===== config.mk =====
export PLATFORM = sky130hd
export DESIGN_NAME = rr_arb_mux
export DESIGN_NICKNAME = d
export VERILOG_FILES = /design/src/rtl/arb_mux_pkg.sv /design/src/rtl/rr_arbiter.sv /design/src/rtl/rr_arb_mux.sv
export SDC_FILE = /design/constraint.sdc
export NUM_CORES = 1
export LEC_CHECK = 0
export ABC_CLOCK_PERIOD_IN_PS = 5400
export CAP_MARGIN = 10
export CORE_MARGIN = 3
export CORE_UTILIZATION = 30
export CTS_CLUSTER_SIZE = 12
export DETAILED_ROUTE_END_ITERATION = 12
export GPL_TIMING_DRIVEN = 0
export PLACE_DENSITY = 0.69
export SLEW_MARGIN = 5
export SYNTH_ARGS = -nofsm -noshare
export SYNTH_HDL_FRONTEND = slang
export SYNTH_SLANG_ARGS = --single-unit

===== constraint.sdc =====
create_clock -name clk -period 5.4 [get_ports clk]
set_input_delay 0.54 -clock clk [delete_from_list [all_inputs] [get_ports clk]]
set_output_delay 0.54 -clock clk [all_outputs]
set_load 0.1 [all_outputs]

===== src/rtl/arb_mux_pkg.sv =====
// Shared constants, index type and helper functions for the round-robin arbitrated mux.
// The optional packet lock (macro ARB_MUX_LOCK_EN) is handled in rr_arb_mux.
package arb_mux_pkg;

  localparam int N_CH_DEF   = 4;
  localparam int DATA_W_DEF = 8;

  function automatic int clog2(input int v);
    int r;
    for (r = 0; (1 << r) < v; r++) begin
    end
    return r;
  endfunction

  localparam int SEL_W_DEF = clog2(N_CH_DEF);

  typedef logic [SEL_W_DEF-1:0] sel_t;

  function automatic int next_idx(input int idx, input int n);
    return (idx == n - 1) ? 0 : idx + 1;
  endfunction

endpackage


===== src/rtl/rr_arbiter.sv =====
// Combinational round-robin arbiter: grants the first requester found searching
// upward from ptr with wrap-around.
module rr_arbiter
  import arb_mux_pkg::*;
#(
  parameter  int N_CH  = N_CH_DEF,
  localparam int SEL_W = clog2(N_CH)
) (
  input  logic [N_CH-1:0]  req,
  input  logic [SEL_W-1:0] ptr,
  output logic [N_CH-1:0]  gnt,
  output logic [SEL_W-1:0] gnt_idx,
  output logic             any_gnt
);

  logic [SEL_W-1:0] w_cand_idx [N_CH];

  function automatic int wrap_idx(input int v);
    return (v >= N_CH) ? v - N_CH : v;
  endfunction

  // k-th candidate in search order: ptr, ptr+1, ... modulo N_CH
  for (genvar k = 0; k < N_CH; k++) begin : g_cand
    assign w_cand_idx[k] = SEL_W'(wrap_idx(int'(ptr) + k));
  end

  // First requesting candidate wins
  always_comb begin
    gnt_idx = '0;
    any_gnt = 1'b0;
    for (int k = 0; k < N_CH; k++) begin
      gnt_idx = (!any_gnt && req[w_cand_idx[k]]) ? w_cand_idx[k] : gnt_idx;
      any_gnt = any_gnt | req[w_cand_idx[k]];
    end
    gnt = any_gnt ? (N_CH'(1) << gnt_idx) : '0;
  end

endmodule


===== src/rtl/rr_arb_mux.sv =====
// N-channel round-robin arbitrated mux with a registered valid/ready output stage.
// Define ARB_MUX_LOCK_EN to hold the grant on one channel until its in_last beat.
module rr_arb_mux
  import arb_mux_pkg::*;
#(
  parameter  int N_CH   = N_CH_DEF,
  parameter  int DATA_W = DATA_W_DEF,
  localparam int SEL_W  = clog2(N_CH)
) (
  input  logic                     clk,
  input  logic                     rst_n,
  input  logic [N_CH-1:0]          in_valid,
  input  logic [N_CH*DATA_W-1:0]   in_data,
  input  logic [N_CH-1:0]          in_last,
  output logic [N_CH-1:0]          in_ready,
  output logic                     out_valid,
  output logic [DATA_W-1:0]        out_data,
  output logic [SEL_W-1:0]         out_sel,
  input  logic                     out_ready
);

  logic              r_out_valid;
  logic [DATA_W-1:0] r_out_data;
  logic [SEL_W-1:0]  r_out_sel;
  logic [SEL_W-1:0]  r_ptr;

  logic              w_load_en;
  logic              w_xfer;
  logic              w_adv;
  logic              w_any;
  logic [N_CH-1:0]   w_req;
  logic [N_CH-1:0]   w_gnt;
  logic [SEL_W-1:0]  w_gnt_idx;
  logic [DATA_W-1:0] w_gnt_data;

`ifdef ARB_MUX_LOCK_EN
  logic              r_lock;
  logic [SEL_W-1:0]  r_lock_ch;

  assign w_req = r_lock ? (in_valid & (N_CH'(1) << r_lock_ch)) : in_valid;
  assign w_adv = in_last[w_gnt_idx];

  // Lock is taken by a non-final beat and released by the final one
  always_ff @(posedge clk or negedge rst_n) begin
    if (!rst_n) begin
      r_lock    <= 1'b0;
      r_lock_ch <= '0;
    end else if (w_xfer) begin
      r_lock    <= !in_last[w_gnt_idx];
      r_lock_ch <= w_gnt_idx;
    end
  end
`else
  logic w_unused_last;

  assign w_unused_last = ^in_last;
  assign w_req         = in_valid;
  assign w_adv         = 1'b1;
`endif

  rr_arbiter #(.N_CH(N_CH)) u_arb (
    .req     (w_req),
    .ptr     (r_ptr),
    .gnt     (w_gnt),
    .gnt_idx (w_gnt_idx),
    .any_gnt (w_any)
  );

  // in_ready follows out_ready combinationally: no skid buffer behind the output register
  assign w_load_en  = !r_out_valid || out_ready;
  assign w_xfer     = w_any && w_load_en;
  assign in_ready   = w_gnt & {N_CH{w_load_en}};
  assign w_gnt_data = in_data[int'(w_gnt_idx)*DATA_W +: DATA_W];

  // Output register: load on transfer, drain on pop, otherwise hold
  always_ff @(posedge clk or negedge rst_n) begin
    if (!rst_n) begin
      r_out_valid <= 1'b0;
      r_out_data  <= '0;
      r_out_sel   <= '0;
    end else if (w_xfer) begin
      r_out_valid <= 1'b1;
      r_out_data  <= w_gnt_data;
      r_out_sel   <= w_gnt_idx;
    end else if (out_ready) begin
      r_out_valid <= 1'b0;
    end
  end

  // Pointer moves past the winner only on a completed transfer
  always_ff @(posedge clk or negedge rst_n) begin
    if (!rst_n) begin
      r_ptr <= '0;
    end else if (w_xfer && w_adv) begin
      r_ptr <= SEL_W'(next_idx(int'(w_gnt_idx), N_CH));
    end
  end

  assign out_valid = r_out_valid;
  assign out_data  = r_out_data;
  assign out_sel   = r_out_sel;

endmodule

==> results.cfg <==
[run_status]
outcome = finished, final reports clean

[cts]
cts-root-buf = clkbuf_4
ctsHoldBuffers = 0
h-tree-depth = 1
cts_resized = 0
clk_pin_slew_worst_paths_ps = 80
tritoncts = done
cts_sinks = 13
post-cts-setup-buffer-count = 0
cts.path.max_buffers = 2
cts_buffers = 3
clkLatencyLatePin_ps = 280

[die]
die_x_um = 60.46
die_area_sq_mm = 0.003655
start_util_pct = 31.98
die_h_um = 60.46
fp.coreArea_sq_mm = 0.002781
io_pins = 58
rows = 19

[worst_setup_path]
slowest_delay_ps = 1120
cp.required_ps = 4860
path_cells = clkdlybuf4s50_1, a21bo_2, a221o_1, buf_6, buf_12, inv_1, ha_1, and2_1, clkdlybuf4s50_1
crit_type = in2out
cp_num_buf_inv = 5
crit_path_top_delay_cell = clkdlybuf4s50_1
crit_top_cell = clkdlybuf4s50_1
cpLargestDelayFamily = buffers and inverters
cp_max_fo = 10
critPathArrivalTime_ps = 3390
start_kind = primary input
endpoint_kind = output pin

[pwr]
power_per_cell_area_mw_per_mm2 = 511.7
peakVddDrop_v = 0.0003119
leakagePower_nw = 0.6505

[sta]
worst_pin_slew_ps = 1005
drv_slew = 0
rsz0062_at_grt = no
period_minus_slack_ps = 3928
finalSetupViolCount = 0
clock_skew_ps = 7.399
slew_headroom_pct = 32.80
finalSetupTns_ps = 0
finalHoldViolCount = 0
min_period_over_period_pct = 72.74
layout_setup_ws_ps = 1472
fmax_mhz = 254.6

[synthesis]
yosysSeqAreaShare_pct = 36.57
syn-num-nets = 134
synth_warnings = 0
synth_edf_count = 0
syn_area_sq_um = 889.6
synthArstFlopShare_pct = 100.0
ys.flop_type = dfrtp_1
synth_seq_cells = 13
netlist_instances = 89
post_synth_num_cell_types = 25
syn_avg_cell_area_sq_um = 9.996

[drt]
wl_per_cell_um = 15.50
post_drt_via_cell_ratio = 5.147
vias = 911
drtIter0Drc = 19
drt_first_pass_iters = 4
detail-route-antenna-nets = 0
wirelength_um = 2743
drc_errors = 0

[placed_design]
gp_congestion = 0.7518
portBuffers = 53
pre_cts_slack_ps = 1477
dpl.hpwl_um = 2245

[grt]
antenna_found_initial = 0
track_usage_pct = 16.32
grt_max_degree = 14
grt_overflow = 0
grt_pass1_vias = 1009
grt_pass1_wl_um = 4443

[layout]
drive_gt1_share_pct = 8.219
nets = 192
syn2layout_area_growth_pct = 66.95
diodes = 0

[worst_hold_path]
hold_path.class = reg2reg

[job]
drv_cap = 0
==> flip-flops by register name, indices dropped and copies added (netlist names) <==
signal and cells:
out_valid 1, out_sel 2, out_data 8, r_ptr 2
==> cells by family after synthesis <==
| group | after synthesis | share of synthesized area [%] |
|---|---|---|
| buffers and inverters | 8 | 7.313 |
| AOI/OAI and AO/OA | 25 | 20.11 |
| muxes | 17 | 19.13 |
| and+or+nand+nor | 24 | 14.07 |
| adders and majority gates | 2 | 2.812 |
| DFF | 13 | 36.57 |
==> cells in the mapped netlist (2+ instances only) <==
cell / instances / share of area, %
nor3_1: 3 / 1.7
a21oi_1: 10 / 5.6
buf_6: 2 / 2.5
nand3_1: 2 / 1.1
and2_1: 3 / 2.1
a21o_2: 2 / 2.0
nand2_1: 6 / 2.5
o2bb2ai_1: 8 / 7.9
dfrtp_1: 13 / 37
nor2_1: 4 / 1.7
ha_1: 2 / 2.8
a21o_1: 2 / 1.7
inv_1: 4 / 1.7
mux2i_1: 17 / 19
==> report_power, final <==
| part | total, W | internal [W] | leakage, nW | switching [W] |
|---|---|---|---|---|
| logic | 0.000542 | 0.000168 | 0.490 | 0.000374 |
| clock network | 0.0000631 | 0.0000286 | 0.0150 | 0.0000345 |
| registers | 0.000155 | 0.000132 | 0.145 | 0.0000229 |
==> worst paths after layout <==
path / from / endpoint / slack, ps / depth (start not counted)
max: in_valid[1] / in_ready[3] / 1470 / 9
min: out_sel[1] / out_sel[1] / 500 / 1
max reg2reg: r_ptr[1] / out_data[1] / 3570 / 6
min reg2reg: out_sel[1] / out_sel[1] / 500 / 1
max in group asynchronous: rst_n / out_data[1] / 4330 / 1
min in group asynchronous: rst_n / out_data[7] / 650 / 1
==> per-layer routing <==
layer	part of all wire (%)	vias up	track usage (%)
met5	0	-	0
met4	0	0	4.644
met3	5.4	0	3.617
met2	55	29	30.71
met1	40	439	18.36
li1	-	443	-
==> cells in the final DEF (no fill, tap or decap), types with 2 or more instances in the layout <==
cell | netlist | final
ha_1 | 2 | 2
buf_6 | 2 | 2
nor2_1 | 4 | 4
nand3_1 | 2 | 2
a21o_1 | 2 | 2
mux2i_1 | 17 | 17
a21o_2 | 2 | 2
and2_1 | 3 | 3
clkbuf_4 | 0 | 3
a21oi_1 | 10 | 10
clkdlybuf4s50_1 | 0 | 53
o2bb2ai_1 | 8 | 8
dfrtp_1 | 13 | 13
nor3_1 | 3 | 3
nand2_1 | 6 | 6
inv_1 | 4 | 4
==> worst register-to-register path: cells and delay by family, from the launching register on <==
kind / cells / cell delay, ps
flops: 1 / 380
buf+inv: 1 / 130
compound gates: 3 / 880
simple gates: 2 / 310
==> final cells by class <==
class	count	area, sq um
multi-input cells	68	499.2
well taps	31	38.79
flip-flops and latches	13	325.3
repair buffers	53	530.5
clock buffers	4	26.28
plain buffers	4	50.05
fillers	277	1296
inverters	4	15.01
==> per-stage QoR <==
step | total power, W | cell area [sq um] | std cells | utilization [%] | hold WS [ps]
after global placement | 0.0006947 | 1459 | 173 | 52.45 | 472.4
after floorplan | 0.0005618 | 889.6 | 89 | - | 244.4
after global routing | 0.0008005 | 1485 | 177 | 53.40 | 525.8
final | 0.0007600 | 1485 | 177 | 53.40 | 497.4
after detailed placement | 0.0007007 | 1459 | 173 | 52.45 | 473.0
after CTS | 0.0007664 | 1485 | 177 | 53.40 | 504.4
No activity file was read; power rests on OpenSTA's default activity.
